[src/rtl/int_to_fp_pkg.sv]
// Shared widths, result encoding and FSM state type for the integer-to-float converter.
package int_to_fp_pkg;

  localparam int unsigned INT_W  = 8;
  localparam int unsigned EXP_W  = 4;
  localparam int unsigned FRAC_W = 8;
  localparam int unsigned FP_W   = 1 + EXP_W + FRAC_W;

  // value = (-1)^sign * 0.frac * 2^exp
  typedef struct packed {
    logic              sign;
    logic [EXP_W-1:0]  exp;
    logic [FRAC_W-1:0] frac;
  } fp_t;

  localparam fp_t ZERO_ENC = '{sign: 1'b0, exp: '0, frac: '0};

  // Exponent loaded before normalization; the magnitude is read as 0.frac * 2^8.
  localparam logic [EXP_W-1:0] EXP_MAX_NORM = EXP_W'(INT_W);

  typedef enum logic [1:0] {
    StIdle = 2'd0,
    StNorm = 2'd1,
    StDone = 2'd2
  } state_e;

  // Two's-complement magnitude; -2^(INT_W-1) maps to 2^(INT_W-1) as an unsigned value.
  function automatic logic [FRAC_W-1:0] abs_mag(input logic [INT_W-1:0] v);
    return v[INT_W-1] ? FRAC_W'(~v + 1'b1) : FRAC_W'(v);
  endfunction

endpackage

[src/rtl/int_to_fp.sv]
// Sequential signed-integer to {sign, exp, frac} converter; normalizes with one
// left shift per clock and asserts done_tick for a single cycle when finished.
module int_to_fp
  import int_to_fp_pkg::*;
(
  input  logic              clk,
  input  logic              reset,
  input  logic              start,
  input  logic [INT_W-1:0]  integ,
  output logic              ready,
  output logic              done_tick,
  output logic              sign,
  output logic [EXP_W-1:0]  exp,
  output logic [FRAC_W-1:0] frac
);

  state_e state_q, state_d;
  fp_t    fp_q, fp_d;

  always_ff @(posedge clk) begin
    if (reset) begin
      state_q <= StIdle;
      fp_q    <= ZERO_ENC;
    end else begin
      state_q <= state_d;
      fp_q    <= fp_d;
    end
  end

  always_comb begin
    state_d = state_q;
    fp_d    = fp_q;
    unique case (state_q)
      StIdle: begin
        if (start) begin
          if (integ == '0) begin
            fp_d    = ZERO_ENC;
            state_d = StDone;
          end else begin
            fp_d.sign = integ[INT_W-1];
            fp_d.frac = abs_mag(integ);
            fp_d.exp  = EXP_MAX_NORM;
            state_d   = StNorm;
          end
        end
      end
      StNorm: begin
        // A nonzero magnitude reaches frac[MSB] in at most INT_W-1 shifts, so exp stays >= 1.
        if (fp_q.frac[FRAC_W-1]) begin
          state_d = StDone;
        end else begin
          fp_d.frac = {fp_q.frac[FRAC_W-2:0], 1'b0};
          fp_d.exp  = fp_q.exp - 1'b1;
        end
      end
      StDone: begin
        state_d = StIdle;
      end
      default: begin
        state_d = StIdle;
      end
    endcase
  end

  assign ready     = (state_q == StIdle);
  assign done_tick = (state_q == StDone);
  assign sign      = fp_q.sign;
  assign exp       = fp_q.exp;
  assign frac      = fp_q.frac;

endmodule

[config.mk]
export PLATFORM = sky130hd
export DESIGN_NAME = int_to_fp
export DESIGN_NICKNAME = d
export VERILOG_FILES = /design/src/rtl/int_to_fp_pkg.sv /design/src/rtl/int_to_fp.sv
export SDC_FILE = /design/constraint.sdc
export NUM_CORES = 1
export LEC_CHECK = 0
export ABC_AREA = 0
export BUFFER_PORTS_ARGS = -buffer_cell sky130_fd_sc_hd__buf_2
export CELL_PAD_IN_SITES_DETAIL_PLACEMENT = 0
export CELL_PAD_IN_SITES_GLOBAL_PLACEMENT = 1
export CORE_MARGIN = 1.5
export CORE_UTILIZATION = 35
export CTS_CLUSTER_SIZE = 12
export DETAILED_ROUTE_END_ITERATION = 8
export PLACE_DENSITY_LB_ADDON = 0.05
export SLEW_MARGIN = 20
export SYNTH_ARGS = -nofsm -noshare
export SYNTH_HDL_FRONTEND = slang
export SYNTH_SLANG_ARGS = --single-unit
export TNS_END_PERCENT = 1
[constraint.sdc]
create_clock -name clk -period 1.8 [get_ports clk]
set_clock_uncertainty 0.2 [all_clocks]
set_input_delay 0.18 -clock clk [delete_from_list [all_inputs] [get_ports clk]]
set_output_delay 0.18 -clock clk [all_outputs]
set_load 0.02 [all_outputs]
==> impl_summary.log <==
INFO  metric grt_max_degree = 18
INFO  metric worst_slew_margin_rel = 74.88%
INFO  metric maxCapViolations = 0
INFO  metric drc_errors = 0
INFO  metric syn-cell-area = 820.8 um^2
INFO  metric final_worst_hold_slack = 10.93 ps
INFO  metric intPower = 0.5841 mW
INFO  metric synth_cell_types = 33
INFO  metric tightestPinTransition = 372.0 ps
INFO  metric placed_area = 1023 um^2
INFO  metric timing.hold.worst_path_depth = 3
INFO  metric drt_iter0_drc = 15
INFO  metric row_count = 17
INFO  metric rr_worst_depth = 4
INFO  metric drive_gt1_share = 33.60%
INFO  metric worst_ep_required_time = 1810 ps
INFO  metric fp.dieW = 51.43 um
INFO  metric outcome = complete, no violations
INFO  metric design_area = 1050 um^2
INFO  metric critical_path.startpoint_type = register
INFO  metric hold_end = frac[0]
INFO  metric dpl.hpwl = 1519 um
INFO  metric netSwitchingFraction = 34.80%
INFO  metric grt_pass1_vias = 692
INFO  metric routabilityCongestion = 0.7214
INFO  metric drt-wirelength-per-cell = 12.75 um
INFO  metric p_total = 0.8959 mW
INFO  metric floorplan.die_area = 2645 um^2
INFO  metric grt_antenna_before_repair = 0
INFO  metric ratio_of_routed_vias_to_standard_cells = 5.229
INFO  metric cts_setup_buffers = 0
INFO  metric synthesis.area_per_instance = 8.826 um^2
INFO  metric hold_viol_final = 0
INFO  metric power_frac_comb = 32.9%
INFO  metric post_cts_resize_count = 0
INFO  metric switching_power = 0.3118 mW
INFO  metric setup-tns-final = 0 ps
INFO  metric layout.cells.most_common = buf_2
INFO  metric cts.hold.buffers_added = 0
INFO  metric power-per-cell-area = 853.4 nW/um^2
INFO  metric post_route_clock_period_utilization = 93.56%
INFO  metric drt.antenna.violating_nets = 0
INFO  metric clock_sinks = 15
INFO  metric synth-seq-cells = 15
INFO  metric cts_buffers = 3
INFO  metric antennaDiodeCount = 0
INFO  metric tritoncts = yes
INFO  metric design.core.area = 2212 um^2
INFO  metric rsz0062_at_grt = false
INFO  metric floorplan.io_pins = 26
INFO  metric static-leakage-power = 0.4750 nW
INFO  metric area_growth = 27.90%
INFO  metric grt_first_pass_wirelength = 3222 um
INFO  metric worstHoldStart = integ[0]
INFO  metric die_height = 51.43 um
INFO  metric drt_pass1_iterations = 4
INFO  metric clk_latency = 280 ps
INFO  metric synthCells = 93
INFO  metric worst-r2r-setup-slack = 120 ps
INFO  metric cts_root_buf = clkbuf_4
INFO  metric largest_fanout_of_any_net_on_the_critical_path = 9
INFO  metric cts-htree-levels = 1
INFO  metric finalSetupViolCount = 0
INFO  metric critPathKind = register to register
INFO  metric yosys_warns = 0
INFO  metric arrival = 1700 ps
INFO  metric synth-seq-area-share = 36.59%
INFO  metric clkTransAtPathRegs = 90 ps
INFO  metric fmax = 593.8 MHz
INFO  metric utilization = 47.45%
INFO  metric finalNetCount = 139
INFO  metric mostFrequentLayoutCells = buf_2 (25), dfxtp_1 (15), buf_4 (10)
INFO  metric final.min_clock_period = 1684 ps
INFO  metric clock_power_share = 22.1%
INFO  metric r2r-end = frac[4]
INFO  metric number_of_nets_produced_by_synthesis = 106
INFO  metric regToRegStartpoint = state_q[0]
INFO  metric power.sequential.fraction = 45.0%
INFO  metric initial_utilization = 37.10%
INFO  metric cts.path.max_buffers = 2
INFO  metric grt_overflow_total = 0
INFO  metric port-buffer-count = 25
INFO  metric worstSetupEndpointType = register
INFO  metric grtUsageTotal = 16.60%
INFO  metric finalMaxSlewViolations = 0
INFO  metric wirelength = 1951 um
INFO  metric worst_hold_path_type = input pin to register
INFO  metric worst_case_vdd_ir_drop = 0.0003449 V
INFO  metric num_vias = 800
[kinds of logic (layout without fill, tap and decap cells)]
group           Yosys count  after routing  share of synthesized area, %
simple gates             28             28                         21.49
compound gates           27             27                         22.56
flops                    15             15                         36.59
buf+inv                  12             44                         6.250
xor+xnor                  6              6                         6.402
mux                       3              3                         3.659
fa+ha+maj                 2              2                         3.048
[routing by layer]
metal  up-vias  global-route usage (%)  routed length (um)
met5         -                       0                   0
met1       374                   21.11                 945
met2        18                   27.14                 922
met3         4                   3.509                  58
li1        404                       -                   -
met4         0                   6.579                  24
[worst max-delay path: stages (launching register included)]
cell and delay, ps:
dfxtp_1 400, nand2b_1 170, a21o_1 190, or3_1 460, o22ai_1 200
[worst max path at each step]
stage / start / to / slack, ps
after floorplan: integ[3] / frac[4] / 140
after global placement: integ[3] / state_q[1] / 10
after detailed placement: integ[3] / frac[4] / -5
after CTS: state_q[0] / frac[4] / 120
after global routing: state_q[0] / frac[4] / 10
final: state_q[0] / frac[4] / 120
[per-stage QoR]
stage	setup WS, ps	instances
2_1_floorplan	142.4	93
3_3_place_gp	13.17	149
3_5_place_dp	-5.043	149
4_1_cts	116.2	153
5_1_grt	11.62	153
6_report	115.9	153
[area by class of cell]
class / count / area (um^2)
inverters: 5 / 18.77
well taps: 28 / 35.03
multi-input cells: 66 / 469.2
flip-flops and latches: 15 / 300.3
repair buffers: 35 / 200.2
clock buffers: 4 / 26.28
fillers: 234 / 1162
[synthesized netlist by cell type]
cell type	number	area [um^2]
dfxtp_1	15	300.3
a22oi_1	6	45.04
nor2_1	6	22.52
o22ai_1	6	37.54
inv_1	5	18.77
nor3_1	5	25.02
xor2_1	5	43.79
nand2b_1	4	25.02
o21ai_0	4	20.02
clkbuf_1	3	11.26
mux2i_1	3	30.03
nor2b_1	3	18.77
a211oi_1	2	15.01
a21oi_1	2	10.01
buf_2	2	10.01
ha_1	2	25.02
nand2_1	2	7.510
o41ai_1	2	17.52
or3_1	2	12.51
a21o_1	1	7.510
a31o_2	1	8.760
a31oi_1	1	6.260
buf_1	1	3.750
buf_4	1	7.510
nand3b_1	1	7.510
nand4_1	1	6.260
nor3b_1	1	7.510
nor4_4	1	21.27
o21ba_1	1	10.01
o31ai_1	1	7.510
or3_4	1	11.26
or4_4	1	11.26
xnor2_1	1	8.760
[flip-flops by register name (all words and copies together) (netlist names)]
| name | cells |
|---|---|
| sign | 1 |
| state_q | 2 |
| exp | 4 |
| frac | 8 |
[power by group through the flow]
stage                     combinational (mW)  clock, mW  sequential [mW]
after CTS                              0.300      0.204            0.403
after detailed placement               0.299          0            0.411
final                                  0.295      0.198            0.403
after floorplan                        0.155          0            0.447
after global routing                   0.326      0.222            0.409
after global placement                 0.296          0            0.410
Note: power is estimated with default switching activity, not from simulation.
